===== config.mk =====
export PLATFORM = sky130hd
export DESIGN_NAME = program_counter_core_flat
export DESIGN_NICKNAME = d
export VERILOG_FILES = /design/src/rtl/program_counter_core_if.sv /design/src/rtl/program_counter_core.sv /design/src/flat_wrapper.sv
export SDC_FILE = /design/constraint.sdc
export NUM_CORES = 1
export LEC_CHECK = 0
export ABC_AREA = 1
export CORE_ASPECT_RATIO = 0.75
export CORE_UTILIZATION = 50
export CTS_BUF_LIST = sky130_fd_sc_hd__clkbuf_4 sky130_fd_sc_hd__clkbuf_8
export DETAILED_ROUTE_END_ITERATION = 10
export PLACE_DENSITY = 0.79
export SLEW_MARGIN = 15
export SYNTH_ARGS = -nofsm -noshare
export SYNTH_HDL_FRONTEND = slang
export SYNTH_SLANG_ARGS = --single-unit

===== constraint.sdc =====
create_clock -name clk -period 1.8 [get_ports clk]
set_input_delay 0.36 -clock clk [delete_from_list [all_inputs] [get_ports clk]]
set_output_delay 0.36 -clock clk [all_outputs]
set_load 0.02 [all_outputs]

===== src/rtl/program_counter_core_if.sv =====
// Command and status bundle between the preset mux / fetch side and the program counter.
// The master drives the commands and the preset value; the slave (the counter) drives status.
interface program_counter_core_if #(
    parameter int unsigned WIDTH = 16
);
    logic [WIDTH-1:0] preset;
    logic             load;
    logic             call;
    logic             ret;
    logic             inc_en;
    logic             clr_err;
    logic [WIDTH-1:0] pc;
    logic             stack_empty;
    logic             stack_full;
    logic             ovf_err;
    logic             unf_err;
    logic             wrap;

    modport master (
        output preset, load, call, ret, inc_en, clr_err,
        input  pc, stack_empty, stack_full, ovf_err, unf_err, wrap
    );

    modport slave (
        input  preset, load, call, ret, inc_en, clr_err,
        output pc, stack_empty, stack_full, ovf_err, unf_err, wrap
    );
endinterface


===== src/rtl/program_counter_core.sv =====
// Program counter with hold/increment/load and call/return through a small LIFO
// return-address stack; sticky overflow/underflow flags and a one-cycle wrap pulse.
module program_counter_core #(
    parameter int unsigned      WIDTH     = 16,
    parameter int unsigned      DEPTH     = 4,
    parameter logic [WIDTH-1:0] RESET_VEC = {WIDTH{1'b0}}
) (
    input  logic                  clk,
    input  logic                  rst_n,
    program_counter_core_if.slave bus
);
    localparam int unsigned AW = (DEPTH > 1) ? $clog2(DEPTH) : 1;
    localparam int unsigned CW = $clog2(DEPTH + 1);

    typedef enum logic [2:0] {
        CMD_HOLD = 3'd0,
        CMD_LOAD = 3'd1,
        CMD_CALL = 3'd2,
        CMD_RET  = 3'd3,
        CMD_INC  = 3'd4
    } cmd_e;

    logic [WIDTH-1:0] stack_r [DEPTH];
    logic [CW-1:0]    count_r;
    logic [CW-1:0]    count_s;
    logic [WIDTH-1:0] pc_r;
    logic [WIDTH-1:0] pc_s;
    logic [WIDTH-1:0] pc_inc_s;
    logic             ovf_r;
    logic             ovf_s;
    logic             unf_r;
    logic             unf_s;
    logic             wrap_r;
    logic             wrap_s;
    logic             push_s;
    logic             full_s;
    logic             empty_s;
    logic [AW-1:0]    push_idx_s;
    logic [AW-1:0]    top_idx_s;
    cmd_e             cmd_s;

    assign full_s     = (count_r == CW'(DEPTH));
    assign empty_s    = (count_r == {CW{1'b0}});
    assign pc_inc_s   = pc_r + {{(WIDTH-1){1'b0}}, 1'b1};
    // count_r < DEPTH whenever a push happens, so the narrowed index is always in range.
    assign push_idx_s = AW'(count_r);
    assign top_idx_s  = AW'(count_r - CW'(1));

    // Priority decode of the command inputs: load > call > ret > inc_en > hold.
    always_comb begin
        cmd_s = CMD_HOLD;
        if (bus.load) begin
            cmd_s = CMD_LOAD;
        end else if (bus.call) begin
            cmd_s = CMD_CALL;
        end else if (bus.ret) begin
            cmd_s = CMD_RET;
        end else if (bus.inc_en) begin
            cmd_s = CMD_INC;
        end else begin
            cmd_s = CMD_HOLD;
        end
    end

    // Next-state for pc, stack depth and flags; a new error event overrides clr_err.
    always_comb begin
        pc_s    = pc_r;
        count_s = count_r;
        push_s  = 1'b0;
        wrap_s  = 1'b0;
        if (bus.clr_err) begin
            ovf_s = 1'b0;
            unf_s = 1'b0;
        end else begin
            ovf_s = ovf_r;
            unf_s = unf_r;
        end
        case (cmd_s)
            CMD_LOAD: pc_s = bus.preset;
            CMD_CALL: begin
                if (full_s) begin
                    ovf_s = 1'b1;
                end else begin
                    push_s  = 1'b1;
                    count_s = count_r + CW'(1);
                    pc_s    = bus.preset;
                end
            end
            CMD_RET: begin
                if (empty_s) begin
                    unf_s = 1'b1;
                end else begin
                    count_s = count_r - CW'(1);
                    pc_s    = stack_r[top_idx_s];
                end
            end
            CMD_INC: begin
                pc_s   = pc_inc_s;
                wrap_s = &pc_r;
            end
            CMD_HOLD: pc_s = pc_r;
            default:  pc_s = pc_r;
        endcase
    end

    // State registers, including the return-address stack.
    always_ff @(posedge clk or negedge rst_n) begin
        if (!rst_n) begin
            pc_r    <= RESET_VEC;
            count_r <= {CW{1'b0}};
            ovf_r   <= 1'b0;
            unf_r   <= 1'b0;
            wrap_r  <= 1'b0;
            for (int i = 0; i < DEPTH; i++) begin
                stack_r[i] <= {WIDTH{1'b0}};
            end
        end else begin
            pc_r    <= pc_s;
            count_r <= count_s;
            ovf_r   <= ovf_s;
            unf_r   <= unf_s;
            wrap_r  <= wrap_s;
            if (push_s) begin
                stack_r[push_idx_s] <= pc_inc_s;
            end
        end
    end

    assign bus.pc          = pc_r;
    assign bus.stack_empty = empty_s;
    assign bus.stack_full  = full_s;
    assign bus.ovf_err     = ovf_r;
    assign bus.unf_err     = unf_r;
    assign bus.wrap        = wrap_r;
endmodule


===== src/flat_wrapper.sv =====
// flat-port wrapper written by rule: the top's interface ports become plain ports
module program_counter_core_flat 
#(
    parameter int unsigned      WIDTH     = 16,
    parameter int unsigned      DEPTH     = 4,
    parameter logic [WIDTH-1:0] RESET_VEC = {WIDTH{1'b0}}
)
  (clk, rst_n, bus_preset, bus_load, bus_call, bus_ret, bus_inc_en, bus_clr_err, bus_pc, bus_stack_empty, bus_stack_full, bus_ovf_err, bus_unf_err, bus_wrap);
  program_counter_core_if #(.WIDTH(WIDTH)) bus_i ();
  input  logic clk;
  input  logic rst_n;
  input wire logic [$bits(bus_i.preset)-1:0] bus_preset;
  input wire logic [$bits(bus_i.load)-1:0] bus_load;
  input wire logic [$bits(bus_i.call)-1:0] bus_call;
  input wire logic [$bits(bus_i.ret)-1:0] bus_ret;
  input wire logic [$bits(bus_i.inc_en)-1:0] bus_inc_en;
  input wire logic [$bits(bus_i.clr_err)-1:0] bus_clr_err;
  output wire logic [$bits(bus_i.pc)-1:0] bus_pc;
  output wire logic [$bits(bus_i.stack_empty)-1:0] bus_stack_empty;
  output wire logic [$bits(bus_i.stack_full)-1:0] bus_stack_full;
  output wire logic [$bits(bus_i.ovf_err)-1:0] bus_ovf_err;
  output wire logic [$bits(bus_i.unf_err)-1:0] bus_unf_err;
  output wire logic [$bits(bus_i.wrap)-1:0] bus_wrap;
  assign bus_i.preset = bus_preset;
  assign bus_i.load = bus_load;
  assign bus_i.call = bus_call;
  assign bus_i.ret = bus_ret;
  assign bus_i.inc_en = bus_inc_en;
  assign bus_i.clr_err = bus_clr_err;
  assign bus_pc = bus_i.pc;
  assign bus_stack_empty = bus_i.stack_empty;
  assign bus_stack_full = bus_i.stack_full;
  assign bus_ovf_err = bus_i.ovf_err;
  assign bus_unf_err = bus_i.unf_err;
  assign bus_wrap = bus_i.wrap;
  program_counter_core #(.WIDTH(WIDTH), .DEPTH(DEPTH), .RESET_VEC(RESET_VEC)) u_core (.clk(clk), .rst_n(rst_n), .bus(bus_i));
endmodule

==> results of run 1 <==
-- cells by family after synthesis --
group / count (synthesis) / synth area share, %
flip-flops: 86 / 44.61
adder cells (fa/ha/maj): 6 / 1.556
XOR/XNOR: 5 / 0.9076
AND/OR/NAND/NOR: 390 / 35.22
buffers and inverters: 89 / 8.792
AO/OA/AOI/OAI: 75 / 8.921
-- worst max-delay path: cells and delay by family (launching register included) --
| family | cells | cell delay [ps] |
|---|---|---|
| fa+ha+maj | 1 | 210 |
| buf+inv | 3 | 320 |
| simple gates | 1 | 90 |
| flops | 1 | 380 |
-- worst min-delay path by stage --
stage | start | to | depth (start not counted)
after floorplan | rst_n | u_core.bus.ovf_err$_DFF_PN0_ | 0
after global placement | rst_n | u_core.stack_r[57]$_DFFE_PN0P_ | 1
after detailed placement | rst_n | u_core.stack_r[57]$_DFFE_PN0P_ | 1
after CTS | rst_n | u_core.stack_r[28]$_DFFE_PN0P_ | 2
after global routing | rst_n | u_core.stack_r[9]$_DFFE_PN0P_ | 2
final | rst_n | u_core.stack_r[57]$_DFFE_PN0P_ | 2
-- repair_timing --
item	in CTS	in global routing
hold endpoints to repair	25	0
setup endpoints to repair	13	17
hold buffers	1	0
resized for setup	20	6
-- cell type report --
cell class | instances | area (sq um)
clock buffers | 10 | 137.6
well taps | 128 | 160.2
flip-flops and latches | 86 | 2152
multi-input cells | 476 | 2263
fillers | 788 | 3378
inverters | 64 | 251.5
clock inverters | 4 | 72.57
repair buffers | 76 | 780.7
-- metrics by stage --
stage	setup WS [ps]	total power (W)	std cells	setup TNS, ps	util [%]
after global placement	-98.22	0.007264	829	-3612	60.93
after CTS	0.1069	0.008948	844	0	63.09
after floorplan	0.1450	0.006043	651	0	-
final	75.61	0.008988	844	0	63.27
after global routing	10.51	0.009615	844	0	63.27
after detailed placement	-185.1	0.007494	829	-9375	60.93
-- synth_stat cells, drive strengths merged, types with 3 or more instances --
master,number,area [sq um]
buf,21,161.4
nor2,32,191.4
a21oi,7,38.79
nand3,74,397.9
ha,6,75.07
dfrtp,86,2152
o21ai,58,316.5
xor2,4,35.03
clkbuf,4,15.01
nand2,274,1049
a21boi,6,45.04
and2,4,25.02
o211ai,4,30.03
nand4,3,18.77
inv,63,244.0
-- flip-flops by register name, summed over array words and instances, names as in the netlist --
| signal | count |
|---|---|
| u_core.bus.pc | 16 |
| u_core.bus.wrap | 1 |
| u_core.bus.unf_err | 1 |
| u_core.stack_r | 64 |
| u_core.count_r | 3 |
| u_core.bus.ovf_err | 1 |
-- cell usage in the layout (no fill, tap or decap), types with 2 or more instances in the layout --
cell type / n
nand2_1: 267
dfrtp_1: 86
nand3_1: 70
inv_1: 52
o21ai_0: 36
clkdlybuf4s50_1: 25
buf_4: 23
nor2_1: 22
o21ai_1: 15
dlygate4sd2_1: 11
clkbuf_8: 10
buf_12: 9
inv_2: 7
o21ai_2: 7
nand2_2: 6
a21oi_1: 6
a21boi_1: 6
ha_1: 5
inv_4: 4
nor2_2: 4
and2_1: 4
xor2_1: 4
o211ai_1: 4
dlymetal6s2s_1: 4
nor2_4: 3
nand3_2: 3
nor2_8: 3
nand4_1: 3
clkinv_2: 2
bufinv_16: 2
buf_2: 2
-- layer usage --
metal / vias to the layer above / wire, um
met2: 173 / 6357
met5: - / 0
li1: 2174 / -
met1: 2199 / 5722
met4: 0 / 387
met3: 34 / 827
-- report_power, final --
group / switching (W) / leakage, nW / internal [W]
logic: 0.00270 / 1.83 / 0.00155
clock network: 0.000683 / 0.104 / 0.000802
registers: 0.000512 / 1.07 / 0.00274
==> results.tsv, run 1 <==
metric	value	unit
gpl congestion	0.8865	
FF-to-FF path depth	9	
Syn Nets	680	
final hold vios	0	
yosys warns	0	
dominant synthesized flop cell	dfrtp_1	
largest net degree at the start of global routing	46	
Critical Path Source Type	flip-flop	
Inserted Clock Buffers	9	
M2 GR Usage	46.71	%
Yosys cell types	34	
crit share post-route	95.80	%
DR WL/cell	15.75	um
DRC	0	
sequential cell area fraction in the yosys report	44.61	%
starting density of the core	52.46	%
worst-case clock buffer depth	2	
die width	115.4	um
final instance area	0.005818	sq mm
Clk pin slew, worst setup/hold paths	80	ps
Antenna Cells	0	
HPWL Detailed	9.278	mm
max frequency	0.5799	GHz
Nets	742	
DRT Pass-1 Iters	6	
RR Endpoint	u_core.bus.pc[5]$_DFFE_PN0P_	
vias in the first global route	4520	
Hold Crit Class	primary input to asynchronous set/reset pin	
worst hold slack	462.6	ps
crit path time final	1724	ps
number of enable flip-flop cells after synthesis	0	
#FFs+latches synth	86	
max incr delay on CP	380	ps
cells after synthesis	651	
status	complete, no violations	
Worst Setup SP	u_core.count_r[1]$_DFFE_PN0P_	
number of post-CTS setup repair buffers	0	
layout cell share with drive strength beyond 1	12.71	%
initial antenna violation count	0	
H-tree levels	3	
M3 GR Usage	6.402	%
WP data arrival	1360	ps
max_cap viols	0	
Power Dens Cells	1545	mW/mm^2
M1 GR Usage	36.22	%
clk sinks	86	
Setup Skew	11.11	ps
input/output buffers	43	
VDD IR-drop max	0.8929	mV
final wirelength	13.30	mm
critical path required time	1440	ps
reg-to-reg slack, setup	120	ps
max-slew violation count	0	
root buf cell	clkbuf_8	
Syn-to-layout area delta	20.59	%
Crit. End Element	primary output	
Via density	5.427	
die height	87.07	um
row cnt	30	
Die ar.	0.01005	sq mm
DRT iter0 DRCs	284	
first-pass GRT wire length	21.63	mm
Tot GR Track Use	28.50	%
# IOs	44	
vias	4580	
crit path max fanout	2	
Netlist Area Pre-Place	0.004825	sq mm
actual slew at the worst max-slew pin	435.3	ps
total grt overflow	0	
antenna viol nets, final	0	
busiest layer in global routing	met2	
placed cell area	0.005603	sq mm
RR Startpoint	u_core.count_r[1]$_DFFE_PN0P_	
Core Region	0.009196	sq mm
Crit Path Category	flip-flop to primary output	
Clock Latency Late Sink	370	ps
CP Cell Sequence	inv_1 -> ha_2 -> inv_2 -> nor2_4 -> buf_2	
unrepaired setup endpoints after global routing	no	
Final Setup Violations	0	
leakage	3.000	nW
Slew HR	70.94	%
Avg Cell Area, Syn	7.411	sq um
Slowest cell on crit path	dfrtp_1	
CTS tree	done	
Async S/R FF share, synth	100.0	%
worst setup path endpoint	bus_stack_empty	
Note: power is estimated with default switching activity, not from simulation.
==> run 2, diff against run 1 <==
--- a/config.mk
+++ b/config.mk
@@ -8,7 +8,6 @@
 export ABC_AREA = 1
 export CORE_ASPECT_RATIO = 0.75
 export CORE_UTILIZATION = 50
-export CTS_BUF_LIST = sky130_fd_sc_hd__clkbuf_4 sky130_fd_sc_hd__clkbuf_8
 export DETAILED_ROUTE_END_ITERATION = 10
 export PLACE_DENSITY = 0.79
 export SLEW_MARGIN = 15
==> run 2 against run 1 <==
Net effect:
- combinational power grew 1%
- clock power increased by 33%
- sequential share of layout area fell by 0.79 points
- critical path type unchanged
- clock-buffer cell count unchanged
- flip-flop and latch count stayed put
- critical path depth decreased by 4
- power is 6.2% higher
- clock skew decreased by 4.5 ps
- register-to-register slack got worse by 40 ps
- maximum frequency fell by 0.94%
- largest cell class unchanged
- critical endpoint is now bus_pc[14]
==> results.tsv, run 2 (same netlist as run 1, synthesis figures left out) <==
metric	value	unit	change
crit path max fanout	4		+2
final wirelength	13.47	mm	+1.3%
placed cell count	829		unchanged
final hold vios	0		unchanged
fillers	746		-5.3%
die width	115.4	um	unchanged
Clk pin slew, worst setup/hold paths	60	ps	-20 ps
reg-to-reg slack, setup	80	ps	-40 ps
Clock Latency Late Sink	340	ps	-30 ps
die height	87.07	um	unchanged
# IOs	44		unchanged
Crit. End Element	primary output		
first-pass GRT wire length	21.82	mm	+0.89%
root buf cell	clkbuf_16		
Via density	5.448		+0.39%
Antenna Cells	0		unchanged
max incr delay on CP	630	ps	+250 ps
Slew HR	72.51	%	+1.6 points
RR Endpoint	u_core.bus.pc[14]$_DFFE_PN0P_		
FF-to-FF path depth	7		-2
worst hold slack	478.9	ps	+16.33 ps
met2 WL	6.624	mm	+4.2%
hold path startpoint	u_core.stack_r[29]$_DFFE_PN0P_		
max frequency	0.5745	GHz	-0.94%
DRT Pass-1 Iters	5		-1
Inserted Clock Buffers	9		unchanged
Largest register FFs	64		unchanged
HPWL Detailed	9.278	mm	unchanged
Tot GR Track Use	28.69	%	+0.19 points
CP Buf/Inv Count	1		-2
Hold Crit Class	flip-flop to flip-flop		
total grt overflow	0		unchanged
vias in the first global route	4550		+0.66%
CTS tree	done		
Core Region	0.009196	sq mm	unchanged
crit share post-route	96.71	%	+0.91 points
Slowest cell on crit path	clkdlybuf4s50_1		
footprint of the multi-input gates	0.002266	sq mm	+0.11%
Crit Path Category	flip-flop to primary output		
clk sinks	86		unchanged
worst-case clock buffer depth	2		unchanged
top layer in use	met4		
hold path depth	2		
total power draw	0.009544	W	+6.2%
max-slew violation count	0		unchanged
H-tree levels	3		unchanged
Endpoint, Worst Hold	u_core.stack_r[29]$_DFFE_PN0P_		
M1 WL	5.646	mm	-1.3%
most frequent cells in the layout	267 x nand2_1, 86 x dfrtp_1, 70 x nand3_1, 52 x inv_1, 36 x o21ai_0		
vias	4598		+0.39%
leakage	3.083	nW	+2.7%
Nets	742		unchanged
RR Startpoint	u_core.bus.pc[1]$_DFFE_PN0P_		
gpl congestion	0.8865		unchanged
input/output buffers	43		unchanged
DRT iter0 DRCs	354		+25%
Power Dens Cells	1606	mW/mm^2	+3.9%
WP data arrival	1380	ps	+20 ps
starting density of the core	52.46	%	unchanged
critical path required time	1440	ps	about the same
Critical Path Source Type	flip-flop		
initial antenna violation count	0		unchanged
Crit path max-delay family	buffers and inverters		
status	complete, no violations		
max_cap viols	0		unchanged
row cnt	30		unchanged
DRC	0		unchanged
largest net degree at the start of global routing	46		unchanged
FF/Latch Area	0.002152	sq mm	unchanged
Die ar.	0.01005	sq mm	unchanged
met3 wire length	874	um	+5.7%
crit path time final	1741	ps	+16.35 ps
actual slew at the worst max-slew pin	411.9	ps	-23.46 ps
VDD IR-drop max	1.032	mV	+16%
antenna viol nets, final	0		unchanged
layout cell share with drive strength beyond 1	12.85	%	+0.14 points
CP Cell Sequence	clkdlybuf4s50_1		
Setup Skew	6.606	ps	-4.501 ps
Syn-to-layout area delta	23.21	%	
largest register by flop count	u_core.stack_r		
DR WL/cell	15.95	um	+1.3%
Final Setup Violations	0		unchanged
final cell count without fillers	844		unchanged
commonest non-fill, non-tap cell in the layout	nand2_1		
-- run 2: cell types whose count changed in the layout (fill, tap and decap cells not counted) --
cell,before,now
clkbuf_16,0,9
clkbuf_8,10,1
clkdlybuf4s50_1,25,28
dlygate4sd2_1,11,3
dlymetal6s2s_1,4,9
nor2_1,22,21
nor2_2,4,5
-- run 2: per-stage QoR --
| step | setup WS [ps] | utilization (%) | TNS [ps] | instance area, sq um |
|---|---|---|---|---|
| finish | 59.25 | 64.64 | 0 | 5944 |
| global route | -2.070 | 64.64 | -2.070 | 5944 |
| CTS | 0.1485 | 64.44 | 0 | 5926 |
| detailed placement | -185.1 | 60.93 | -9375 | 5603 |
| global placement | -98.22 | 60.93 | -3612 | 5603 |
| floorplan | 0.1450 | - | 0 | 4851 |
-- run 2: worst max-delay path by stage --
stage                                  start                       endpoint  cells past startpoint
2_1_floorplan  u_core.count_r[0]$_DFFE_PN0P_   u_core.bus.pc[3]$_DFFE_PN0P_                     12
3_3_place_gp                         bus_ret   u_core.bus.pc[5]$_DFFE_PN0P_                      8
3_5_place_dp                         bus_ret   u_core.bus.pc[5]$_DFFE_PN0P_                      8
4_1_cts         u_core.bus.pc[1]$_DFFE_PN0P_                      bus_pc[1]                      2
5_1_grt         u_core.bus.pc[1]$_DFFE_PN0P_  u_core.bus.pc[14]$_DFFE_PN0P_                      7
6_report       u_core.bus.pc[14]$_DFFE_PN0P_                     bus_pc[14]                      1
-- run 2: what timing repair did --
| action | in CTS | in global routing |
|---|---|---|
| endpoints found under the setup margin | 5 | 21 |
| hold buffers | 1 | 0 |
| gates resized for setup | 10 | 14 |
| endpoints found under the hold margin | 25 | 0 |
| buffers inserted | 0 | 0 |
-- run 2: cell type report --
| cell class | count | share of cell area [%] |
|---|---|---|
| Sequential cell | 86 | 36.20 |
| Inverter | 64 | 4.231 |
| Multi-Input combinational cell | 476 | 38.12 |
| Clock inverter | 4 | 1.221 |
| Timing Repair Buffer | 76 | 13.51 |
| Tap cell | 128 | 2.694 |
| Clock buffer | 10 | 4.020 |
-- run 2: power by group --
| group | total [W] | switching [W] | internal [W] | leakage, nW |
|---|---|---|---|---|
| clock | 0.00197 | 0.000735 | 0.00123 | 0.150 |
| combinational | 0.00432 | 0.00273 | 0.00158 | 1.86 |
| sequential | 0.00326 | 0.000514 | 0.00274 | 1.07 |
| total | 0.00954 | 0.00398 | 0.00556 | 3.08 |
-- run 2: metal layers --
| layer | track usage (%) | vias up |
|---|---|---|
| met5 | 0 | - |
| met4 | 11.33 | 0 |
| met3 | 6.611 | 30 |
| met2 | 48.12 | 194 |
| met1 | 36.03 | 2203 |
| li1 | - | 2171 |
==> run 3, diff against run 2 <==
--- a/config.mk
+++ b/config.mk
@@ -9,6 +9,7 @@
 export CORE_ASPECT_RATIO = 0.75
 export CORE_UTILIZATION = 50
 export DETAILED_ROUTE_END_ITERATION = 10
+export HOLD_SLACK_MARGIN = 0.03
 export PLACE_DENSITY = 0.79
 export SLEW_MARGIN = 15
 export SYNTH_ARGS = -nofsm -noshare
==> constraint.sdc (replaced) <==
create_clock -name clk -period 1.4 [get_ports clk]
set_input_delay 0.28 -clock clk [delete_from_list [all_inputs] [get_ports clk]]
set_output_delay 0.28 -clock clk [all_outputs]
set_load 0.02 [all_outputs]
==> run 3 against run 2 <==
Net effect:
- the flow now finishes with violations (negative setup slack)
- worst hold slack lost 86 ps
- global-route usage rose by 6.3 points
- sequential share of layout area is 6.4 points lower
- first-iteration DRC count is 120% higher
- cell count grew 6.2%
- worst setup slack got worse by 440 ps
- die area did not move
- register-to-register slack worse by 460 ps
- largest power group unchanged
- highest routed layer unchanged
==> results.tsv, run 3 (same netlist as run 1, synthesis figures left out) <==
metric	value	unit	change
Tot GR Track Use	34.97	%	+6.3 points
die width	115.4	um	unchanged
crit path time final	1784	ps	
fillers	512		-31%
Nets	792		+6.7%
combinational share of power	55.7	%	+11 points
reg-to-reg slack, setup	-380	ps	-460 ps
die height	87.07	um	unchanged
total grt overflow	0		unchanged
Clk network pwr share	14.7	%	-5.9 points
crit share post-route	127.4	%	
setup_tns	-24010	ps	-24010 ps
WP data arrival	2020	ps	+640 ps
actual slew at the worst max-slew pin	402.6	ps	-9.291 ps
RR Startpoint	u_core.count_r[0]$_DFFE_PN0P_		
final cell count without fillers	896		+6.2%
Hold Crit Class	primary input to asynchronous set/reset pin		
first-pass GRT wire length	26.20	mm	+20%
Final Setup Violations	86		+86
largest register by flop count	u_core.stack_r		
placed cell count	848		+2.3%
vias in the first global route	5086		+12%
M1 GR Usage	44.08	%	+8.1 points
commonest non-fill, non-tap cell in the layout	nand2_1		
RR Endpoint	u_core.bus.pc[7]$_DFFE_PN0P_		
Via density	6.150		+13%
layout cell share with drive strength beyond 1	38.41	%	+26 points
worst setup path endpoint	u_core.bus.pc[7]$_DFFE_PN0P_		
worst setup margin	-384.2	ps	-443.5 ps
largest net degree at the start of global routing	33		-28%
final hold vios	0		unchanged
fin util	78.82	%	+14 points
antenna viol nets, final	0		unchanged
Slew HR	73.16	%	+0.65 points
Die ar.	0.01005	sq mm	unchanged
busiest layer in global routing	met2		
M2 GR Usage	56.12	%	+8.0 points
HPWL Detailed	9.380	mm	+1.1%
critical path required time	1630	ps	+190 ps
DR WL/cell	21.82	um	+37%
# IOs	44		unchanged
starting density of the core	52.46	%	unchanged
H-tree levels	3		unchanged
status	complete, but fails checks		
input/output buffers	43		unchanged
Crit. End Element	flip-flop		
Inserted Clock Buffers	9		unchanged
Sw Pwr	0.007056	W	+77%
DRC	0		unchanged
initial antenna violation count	0		unchanged
row cnt	30		unchanged
root buf cell	clkbuf_16		
worst-case clock buffer depth	2		unchanged
Crit Path Category	flip-flop to flip-flop		
Clock Latency Late Sink	360	ps	+20 ps
max frequency	0.5605	GHz	
FF-to-FF path depth	10		+3
leakage	3.538	nW	+15%
CTS tree	done		
Pint	0.008272	W	+49%
crit path max fanout	7		+3
Syn-to-layout area delta	50.23	%	
failing checks	negative setup slack		
Clk pin slew, worst setup/hold paths	60	ps	about the same
Critical Path Source Type	flip-flop		
Largest register FFs	64		unchanged
Core Region	0.009196	sq mm	unchanged
max_cap viols	0		unchanged
most frequent cells in the layout	180 x nand2_1, 81 x dfrtp_1, 65 x nand3_1, 57 x nand2_2, 47 x inv_1		
gpl congestion	0.9245		+4.3%
M3 GR Usage	7.794	%	+1.2 points
Worst Setup SP	u_core.count_r[0]$_DFFE_PN0P_		
DRT iter0 DRCs	787		+120%
switching share of power	46.03	%	+4.3 points
total power draw	0.01533	W	+61%
Antenna Cells	0		unchanged
Power Dens Cells	2115	mW/mm^2	+32%
DRT Pass-1 Iters	5		unchanged
Seq pwr share	29.6	%	-4.5 points
final wirelength	19.56	mm	+45%
Setup Skew	10.12	ps	+3.519 ps
max-slew violation count	0		unchanged
unrepaired setup endpoints after global routing	yes		
vias	5510		+20%
VDD IR-drop max	1.207	mV	+17%
clk sinks	86		unchanged
==> run 3: cell count changes in the layout (fill, tap and decap cells not counted), moves of 8 or more <==
cell and delta:
nand2_4 +34, buf_6 +14, nand2_2 +51, nor2_4 +8
o21ai_1 +10, dlymetal6s2s_1 -9, o21ai_2 +21, clkdlybuf4s50_1 -8
buf_4 +19, nand2_1 -87, o21ai_0 -31
==> run 3: what timing repair did <==
item	4_1_cts	5_1_grt
endpoints found under the setup margin	105	97
setup buffers	12	7
hold buffers	1	0
gates resized for setup	213	129
pin swaps	45	21
endpoints found under the hold margin	24	0
gates cloned	12	1
==> run 3: worst max-delay path, stage by stage (launching register included) <==
cell	delay, ps
dfrtp_2	440
inv_4	80
ha_4	170
inv_4	40
nor2_4	90
buf_6	110
nand2_4	60
nand3_4	210
clkinvlp_4	250
nand2_1	120
nand2_1	80
==> run 3: area by class of cell <==
class	count	area, sq um	area share (%)
multi-input combinational	477	3009	41.52
timing repair buffer	119	1282	17.69
clock buffer	15	257.7	3.556
inverter	64	311.5	4.298
timing repair inverter	6	63.81	0.8804
clock inverter	1	5.005	0.06905
tap	128	160.2	2.210
sequential	86	2158	29.78
==> run 3: worst min path at each step <==
stage / from / end / slack [ps] / cells past startpoint
2_1_floorplan: rst_n / u_core.bus.ovf_err$_DFF_PN0_ / -20 / 0
3_3_place_gp: rst_n / u_core.stack_r[43]$_DFFE_PN0P_ / 220 / 1
3_5_place_dp: rst_n / u_core.stack_r[43]$_DFFE_PN0P_ / 230 / 1
4_1_cts: rst_n / u_core.stack_r[41]$_DFFE_PN0P_ / 420 / 2
5_1_grt: rst_n / u_core.stack_r[31]$_DFFE_PN0P_ / 430 / 2
6_report: rst_n / u_core.stack_r[31]$_DFFE_PN0P_ / 390 / 2
==> run 3: metrics by stage <==
stage	area, sq um	hold slack, ps	setup WS [ps]
3_5_place_dp	5734	228.2	-533.0
4_1_cts	6745	418.1	-203.5
2_1_floorplan	4920	-15.59	-305.0
6_report	7248	392.4	-384.2
3_3_place_gp	5734	224.0	-444.3
5_1_grt	7248	427.3	-440.3
==> run 3: power by group through the flow <==
stage | registers [W] | clock network (W) | logic [W]
6_report | 0.00453 | 0.00225 | 0.00854
3_3_place_gp | 0.00415 | 0 | 0.00570
2_1_floorplan | 0.00425 | 0 | 0.00375
5_1_grt | 0.00459 | 0.00236 | 0.00899
4_1_cts | 0.00424 | 0.00220 | 0.00696
3_5_place_dp | 0.00418 | 0 | 0.00590
==> run 3: metal layers <==
layer	vias to the layer above	part of all wire [%]
li1	2289	-
met1	2622	36
met2	453	46
met3	146	12
met4	0	6.1
met5	-	0
